$ cat src/rtl/sha256_pkg.sv
// Shared types and constants for the SHA-256 round controller.
// Holds the FSM state encoding and the round-index helpers.
package sha256_pkg;

  localparam int SHA256_ROUNDS    = 64;
  localparam int SHA256_MSG_WORDS = 16;
  localparam int RND_W            = 6;

  typedef enum logic [2:0] {
    IDLE     = 3'd0,
    WAIT_BLK = 3'd1,
    ROUND    = 3'd2,
    UPDATE   = 3'd3,
    SECOND   = 3'd4,
    DONE     = 3'd5
  } state_e;

  // W(t) comes straight from the message words for the first 16 rounds.
  function automatic logic is_msg_round(input logic [RND_W-1:0] idx);
    return idx < RND_W'(SHA256_MSG_WORDS);
  endfunction

endpackage

$ cat src/rtl/sha256_round_cnt.sv
// Round index counter: synchronous clear, count enable, and a terminal
// flag at ROUNDS-1, where it wraps back to 0.
module sha256_round_cnt
  import sha256_pkg::*;
#(
  parameter int ROUNDS = SHA256_ROUNDS
) (
  input  logic             clk,
  input  logic             reset,
  input  logic             clr,
  input  logic             en,
  output logic [RND_W-1:0] cnt,
  output logic             term
);

  localparam logic [RND_W-1:0] LAST_IDX = RND_W'(ROUNDS - 1);

  logic [RND_W-1:0] cnt_q;
  logic [RND_W-1:0] cnt_d;

  assign term = (cnt_q == LAST_IDX);
  assign cnt  = cnt_q;

  always_comb begin
    cnt_d = cnt_q;
    if (clr) begin
      cnt_d = '0;
    end else if (en) begin
      cnt_d = term ? '0 : cnt_q + 1'b1;
    end
  end

  always_ff @(posedge clk) begin
    if (reset) begin
      cnt_q <= '0;
    end else begin
      cnt_q <= cnt_d;
    end
  end

endmodule

$ cat src/rtl/sha256_round_ctrl.sv
// Control FSM sequencing one SHA-256 compression engine across message blocks.
// Optional SHA256d second pass is enabled by defining SHA256_DOUBLE_HASH_EN.
module sha256_round_ctrl
  import sha256_pkg::*;
#(
  parameter int ROUNDS = SHA256_ROUNDS
) (
  input  logic             clk,
  input  logic             reset,
  input  logic             start,
  input  logic             blk_valid,
  input  logic             blk_last,
  output logic             blk_ready,
  output logic [RND_W-1:0] k_addr,
  output logic             init_h,
  output logic             load_work,
  output logic             round_en,
  output logic             w_from_msg,
  output logic             update_h,
  output logic             second_pass,
  output logic             busy,
  output logic             digest_valid,
  input  logic             digest_ready
);

  state_e state_q;
  state_e state_d;
  logic   last_q;
  logic   last_d;
  logic   init_h_q;
  logic   init_h_d;
  logic   load_work_q;
  logic   load_work_d;
`ifdef SHA256_DOUBLE_HASH_EN
  logic   pass_q;
  logic   pass_d;
`endif

  logic             cnt_clr;
  logic             cnt_en;
  logic             cnt_term;
  logic [RND_W-1:0] cnt;

  sha256_round_cnt #(
    .ROUNDS (ROUNDS)
  ) u_round_cnt (
    .clk   (clk),
    .reset (reset),
    .clr   (cnt_clr),
    .en    (cnt_en),
    .cnt   (cnt),
    .term  (cnt_term)
  );

  always_comb begin
    state_d     = state_q;
    last_d      = last_q;
    init_h_d    = 1'b0;
    load_work_d = 1'b0;
    cnt_clr     = 1'b0;
    cnt_en      = 1'b0;
`ifdef SHA256_DOUBLE_HASH_EN
    pass_d      = pass_q;
`endif
    unique case (state_q)
      IDLE: begin
        if (start) begin
          init_h_d = 1'b1;
          state_d  = WAIT_BLK;
        end
      end
      WAIT_BLK: begin
        // blk_ready is high throughout this state, so valid alone means accept.
        if (blk_valid) begin
          last_d      = blk_last;
          load_work_d = 1'b1;
          cnt_clr     = 1'b1;
          state_d     = ROUND;
        end
      end
      ROUND: begin
        cnt_en = 1'b1;
        if (cnt_term) begin
          state_d = UPDATE;
        end
      end
      UPDATE: begin
        if (!last_q) begin
          state_d = WAIT_BLK;
        end else begin
`ifdef SHA256_DOUBLE_HASH_EN
          state_d = pass_q ? DONE : SECOND;
`else
          state_d = DONE;
`endif
        end
      end
      SECOND: begin
`ifdef SHA256_DOUBLE_HASH_EN
        pass_d  = 1'b1;
        cnt_clr = 1'b1;
        state_d = ROUND;
`else
        state_d = IDLE;
`endif
      end
      DONE: begin
        if (digest_ready) begin
          last_d  = 1'b0;
`ifdef SHA256_DOUBLE_HASH_EN
          pass_d  = 1'b0;
`endif
          state_d = IDLE;
        end
      end
      default: begin
        state_d = IDLE;
      end
    endcase
  end

  always_ff @(posedge clk) begin
    if (reset) begin
      state_q     <= IDLE;
      last_q      <= 1'b0;
      init_h_q    <= 1'b0;
      load_work_q <= 1'b0;
    end else begin
      state_q     <= state_d;
      last_q      <= last_d;
      init_h_q    <= init_h_d;
      load_work_q <= load_work_d;
    end
  end

`ifdef SHA256_DOUBLE_HASH_EN
  always_ff @(posedge clk) begin
    if (reset) begin
      pass_q <= 1'b0;
    end else begin
      pass_q <= pass_d;
    end
  end
`endif

  // Moore decode: every output depends only on registered state.
  assign blk_ready    = (state_q == WAIT_BLK);
  assign round_en     = (state_q == ROUND);
  assign update_h     = (state_q == UPDATE);
  assign digest_valid = (state_q == DONE);
  assign busy         = (state_q != IDLE);
  assign k_addr       = cnt;
  assign w_from_msg   = round_en && is_msg_round(cnt);
  assign load_work    = load_work_q;
`ifdef SHA256_DOUBLE_HASH_EN
  assign second_pass  = (state_q == SECOND);
  assign init_h       = init_h_q || (state_q == SECOND);
`else
  assign second_pass  = 1'b0;
  assign init_h       = init_h_q;
`endif

endmodule

$ cat config.mk
export PLATFORM = sky130hd
export DESIGN_NAME = sha256_round_ctrl
export DESIGN_NICKNAME = d
export VERILOG_FILES = /design/src/rtl/sha256_pkg.sv /design/src/rtl/sha256_round_cnt.sv /design/src/rtl/sha256_round_ctrl.sv
export SDC_FILE = /design/constraint.sdc
export NUM_CORES = 1
export LEC_CHECK = 0
export ABC_CLOCK_PERIOD_IN_PS = 2590
export BUFFER_PORTS_ARGS = -buffer_cell sky130_fd_sc_hd__clkbuf_2
export CAP_MARGIN = 20
export CORE_MARGIN = 10
export CORE_UTILIZATION = 30
export CTS_CLUSTER_SIZE = 40
export DETAILED_ROUTE_END_ITERATION = 16
export PLACE_DENSITY = 0.63
export SLEW_MARGIN = 20
export SYNTH_ARGS = -nofsm -noshare
export SYNTH_HDL_FRONTEND = slang
export SYNTH_SLANG_ARGS = --single-unit
$ cat constraint.sdc
create_clock -name clk -period 2.59 [get_ports clk]
set_input_delay 0.259 -clock clk [delete_from_list [all_inputs] [get_ports clk]]
set_output_delay 0.259 -clock clk [all_outputs]
set_load 0.005 [all_outputs]
== After elaboration in Yosys (flattened, before gate mapping) ==
Index checks and enable logic that the tools add are counted.

* Output and inout port bits: 15
* Logic and storage cells: 39
* Input port bits: 6
* Flip-flop bits (word level): 12

* Bitwise operators: 1
* Order comparisons: 1
* Muxes and demuxes: 14
* Reductions and logical operators: 8
* Eq/ne operators: 9
* $add $sub $neg: 1

{| class="wikitable"
|+ Operator list
! cell !! count
|-
| 3-bit two-way mux || 5
|-
| 3-bit case mux with 5 select lines || 1
|-
| 6-bit by 1-bit adder with 6-bit output (second input constant) || 1
|-
| 3-bit by 2-bit equality test with 1-bit output (second input constant) || 2
|-
| 6-bit equality test (second input constant) || 1
|-
| 6-bit by 5-bit less-than comparator with 1-bit output (second input constant) || 1
|-
| 1-bit two-way mux || 6
|-
| 6-bit two-way mux || 1
|-
| 2-bit by 1-bit inequality test with 1-bit output (second input constant) || 2
|-
| 2-bit inequality test (second input constant) || 2
|-
| 4-bit AND reduction || 1
|-
| 2-bit OR reduction || 2
|-
| 3-bit by 1-bit equality test with 1-bit output (second input constant) || 1
|-
| 3-bit equality test (second input constant) || 1
|-
| 3-bit logical NOT || 1
|-
| 3-bit AND reduction || 1
|-
| 3-bit nonzero test || 1
|-
| 1-bit case mux with 2 select lines || 1
|-
| 2-bit nonzero test || 1
|-
| 1-bit logical AND || 1
|-
| 1-bit inverter || 1
|}

== Longest topological paths before layout ==
* Depth after elaboration: 3
* Gate-level depth with buffers: 6
* Gate-level depth less buffers: 4

== Cells and area by module ==
A second synthesis with hierarchy kept.

* Cells, all modules: 65
* Area total of the unflattened synthesis: 635.6 um^2

{| class="wikitable"
|+ Modules (own cells, without submodules)
! module !! cells an instance !! sequential area each (um^2) !! times used !! area an instance (um^2)
|-
| sha256_round_ctrl || 35 || 120.1 || 1 || 346.6
|-
| sha256_round_cnt || 30 || 120.1 || 1 || 289.0
|}

== Worst setup path before layout ==
No wires, ideal clock.

* Path type: flip-flop to flip-flop
* Start point: reg state_q[1]
* End point: reg u_round_cnt.cnt_q[5] (netlist: u_round_cnt.cnt[5])
* Cell stages (with the launch flop): 6
* Path buffers: 2
* Clock period less this slack: 1590 ps
* Library setup time: 67 ps
* Path slack: 1000 ps
* Arrival time: 1523 ps
* Data required time: 2523 ps
* Path through: dfxtp_1 > buf_4 > or3b_1 > buf_2 > or4_4 > a21oi_2

* Word-level cells in the longest chain between the ends: 3
* Elaborated cells between the ends (all ways): 5
* Classes of those cells: eq/ne: 2; mux: 2; reduce/logical: 1

{| class="wikitable"
|+ RTL lines
! element !! RTL line !! RTL
|-
| start, declared || sha256_round_ctrl.sv:26 || <nowiki>state_e state_q;</nowiki>
|-
| start signal, assigned || sha256_round_ctrl.sv:129 || <nowiki>state_q <= state_d;</nowiki>
|-
| 3-bit by 1-bit equality test with 1-bit output || sha256_round_ctrl.sv:65 || <nowiki>unique case (state_q)</nowiki>
|-
| 1-bit two-way mux || -- ||
|-
| 2-bit OR reduction (no line) || -- ||
|-
| end signal, assigned || sha256_round_cnt.sv:37 || <nowiki>cnt_q <= cnt_d;</nowiki>
|-
| end, declared || sha256_round_cnt.sv:18 || <nowiki>logic [RND_W-1:0] cnt_q;</nowiki>
|}

Several ways; a longest one is shown, not always the timed one.
A chain may end at the register's enable or synchronous reset.

== Worst setup path in the final report ==
* Start point: reg state_q[1]
* End point: out w_from_msg

* Word-level cells in the longest chain between the ends: 2

{| class="wikitable"
|+ RTL lines
! element !! RTL line !! RTL
|-
| 3-bit by 2-bit equality test with 1-bit output || sha256_round_ctrl.sv:148 || <nowiki>assign round_en = (state_q == ROUND);</nowiki>
|-
| 1-bit logical AND || sha256_round_ctrl.sv:153 || <nowiki>assign w_from_msg = round_en && is_msg_round(cnt);</nowiki>
|-
| end, declared || sha256_round_ctrl.sv:18 || <nowiki>output logic w_from_msg,</nowiki>
|}

No other way between the ends.

==> results <==
- After routing, the total negative slack on setup checks comes to 0 ns.
- The most common flop cell mapped by yosys is dfxtp_1.
- The final max-slew violation count is 0.
- The synthesized area per cell is 8.47 µm².
- The detailed router placed 581 vias in this run.
- The synthesized netlist occupies a cell area of 593 µm².
- The Yosys step of the flow raised 0 warnings.
- The via count of the first global-routing pass is 552.
- The first global-routing pass estimated 2.44 mm of wire.
- In the post-synthesis netlist, the biggest area contributors are dfxtp_1 (41%), a21oi_1 (5.1%), nand2_1 (5.1%), o211ai_1 (5.1%), inv_1 (4.4%).
- The completed layout was analyzed and its total power is 0.398 mW.
- The area of the die is 0.00416 mm².
- The cell total after placement is 113.
- The H-tree depth reported by CTS is 1.
- The worst pin sits at a relative slew slack of 62.8%.
- The post-cts repair resize count is 0.
- In this run the remaining antenna-violating nets after routing total 0.
- The worst-case IR drop observed on VDD is 0.386 mV.
- The worst path arrival time is 1.60 ns.
- The highest attainable clock frequency is 538 MHz.
- Final hold analysis gives a worst-case slack of 0.213 ns.
- The number of antenna violations at the first check in global routing came to 0.
- Setup repair after global routing left no endpoint under its margin.
- The post-layout net count is 98.
- The run finished with clean final reports.
- The number of clock buffers inserted by TritonCTS is 3.
- The count of final setup violators is 0.
- For this design the ratio of total power to cell area is 539 mW/mm².
- Counting every net in the synthesized netlist gives 77.
- The number of vias per cell is 4.97.
- The floorplan has 16 rows.
- The number of library cell types mapped by synthesis is 30.
- Along the worst path, the maximum fanout reaches 10.
- Global routing finished with a remaining overflow of 0.
- Input and output buffers added on the ports amount to 19.
- The final RePlAce weighted congestion is 0.856.
- Across the run, the number of max-cap violations was 0.
- The wire length on met2 is 607 µm.
- STA classifies the critical path endpoint as an output pin.
- The HPWL after detailed placement is 1.17 mm.
- In this run the post-CTS setup repair buffer count came out at 0.
- The violation count after the first detailed-routing iteration is 8.
- After clock tree synthesis, the clock-pin slew on the worst setup and hold paths is 0.08 ns.
- No sink is reached through more buffers than the 2 on the longest clock path.
- During I/O placement, the number of pins put on the boundary was 21.
- The area fraction of the dominant cell type after synthesis is 40.5%.
- For this run, asynchronously set or reset flops after synthesis account for 0%.
- Registers take 240 µm².
- Entering global routing, the biggest net connects 11 pins.
- The gate count of the mapped netlist is 70.
- The routed length on met1 is 738 µm.
- The worst-margin pin slew is 0.550 ns.
- The setup clock skew after layout is 0.000825 ns.
- Global routing used 7.12% of the available tracks.
- The biggest area contributor in the post-synthesis netlist is dfxtp_1.
- The die is 64.5 µm tall.
- The clock latency on the worst-skew pair is 0.27 ns.
- The TritonCTS clock tree is yes.
- The area of all placed cells without fillers is 738 µm².
- The part of the cycle the worst path needs is 71.8%.
- Buffers inserted to repair hold after CTS numbered 0.
- The non-filler instance count after layout is 117.
- The standard cell core area is 0.00192 mm².
- The count of flip-flops with a built-in enable after synthesis is 0.
- The category of the worst setup path launch point is a flip-flop.
- The first TritonRoute pass finished after 4 iterations.
- Sequential elements use 40.5% of the synthesized area.
- In this run the clock root is driven by a clkbuf_4.
- Counting flops and latches in the post-synthesis netlist gives 12.
- The combined area of the multi-input logic cells is 307 µm².
- The count of antenna diodes in the layout is 0.
- The startpoint-to-endpoint class of the critical path is flip-flop to output pin.
- In this run the static leakage power is 0.317 nW.
- The initial core utilization is 30.9%.
- The clock sink total is 12.
- The smallest clock period supported by the final layout is computed as 1.86 ns.
- The worst path required time is 2.33 ns.
- The final layout contains routed wiring with a total length of 1.52 mm.
- The detailed route wirelength on metal3 is 177 µm.
- Relative to the synthesized area, the layout overhead comes to 24.5%.
- Once placement finished, the instance area stood at 702 µm².
- The width of the die is 64.5 µm.
- After detailed routing, the average wire length per cell comes to 13.0 µm.
- The type of the worst min-delay path is input port to flip-flop.
- The number of hold violations in the final report came to 0.
- The fill cell total of the finished layout is 217.
- The post-route netlist has 28.9% of its cells at a drive strength greater than 1.
- After detailed routing, the number of remaining DRC violations is 0.
- Routed signal wires occupy layers up through met3.
==> sequential cells by signal, indices dropped and copies added, names as in the netlist <==
signal,count
u_round_cnt.cnt,6
state_q,3
init_h,1
last_q,1
load_work,1
==> critical path, cell delays in order (launching register included) <==
cell,delay [ns]
dfxtp_1,0.46
or3b_1,0.50
nor3_1,0.21
clkbuf_2,0.15
==> area by class of cell <==
cell class                      count  area share (%)
Multi-Input combinational cell     48            41.5
Tap cell                           27            4.58
Timing Repair Buffer               19            12.9
Inverter                            7            3.56
Sequential cell                    12            32.5
Clock buffer                        4            4.92
==> per-layer routing <==
layer  vias to the layer above  GRT usage, %
li1                        291             -
met1                       265          8.74
met2                        25          9.48
met3                         0          5.67
met4                         0          1.34
met5                         -             0
==> power by group <==
part / switching (mW) / total [mW] / internal, mW / leakage [nW]
combinational: 0.0247 / 0.0451 / 0.0204 / 0.199
clock: 0.0682 / 0.154 / 0.0855 / 0.0210
sequential: 0.00803 / 0.199 / 0.191 / 0.0975
==> cells in the mapped netlist, drive strengths merged (2+ instances only) <==
master and count:
nor2 2, nand2 8, and3b 2, nor3 3, inv 7, nand3 2
or3 2, o22ai 2, buf 3, a21oi 7, o211ai 4, dfxtp 12
==> kinds of logic (layout without fill, tap and decap cells) <==
logic type / after synthesis / count (layout) / synth area share [%]
AND/OR/NAND/NOR: 27 / 27 / 27.2
flip-flops: 12 / 12 / 40.5
adder cells (fa/ha/maj): 1 / 1 / 2.11
AO/OA/AOI/OAI: 18 / 18 / 20.3
XOR/XNOR: 1 / 1 / 1.48
buffers and inverters: 10 / 30 / 7.81
other: 1 / 1 / 0.632
==> cell usage in the layout (no fill, tap or decap), types with 2 or more instances in the layout <==
master and count:
o22ai_1 2, o211ai_1 4, clkbuf_4 3, nand3_1 2, nor3_1 3, a21oi_1 6
and3b_1 2, inv_1 7, or3_1 2, nand2_1 8, clkbuf_2 19, dfxtp_1 12
nor2_1 2
==> stage by stage <==
stage / setup WS, ns / utilization [%]
detailed placement: 0.899 / 36.5
floorplan: 1.00 / -
CTS: 0.735 / 38.4
global route: 0.643 / 38.4
global placement: 0.944 / 36.5
finish: 0.731 / 38.4
==> final timing paths <==
kind	to	start	slack (ns)	cells past startpoint
max	w_from_msg	state_q[1]	0.73	3
min	state_q[2]	reset	0.21	2
max reg2reg	u_round_cnt.cnt[5]	state_q[1]	0.88	3
min reg2reg	state_q[2]	last_q	0.47	2
Power figures use the tool's default switching activity.
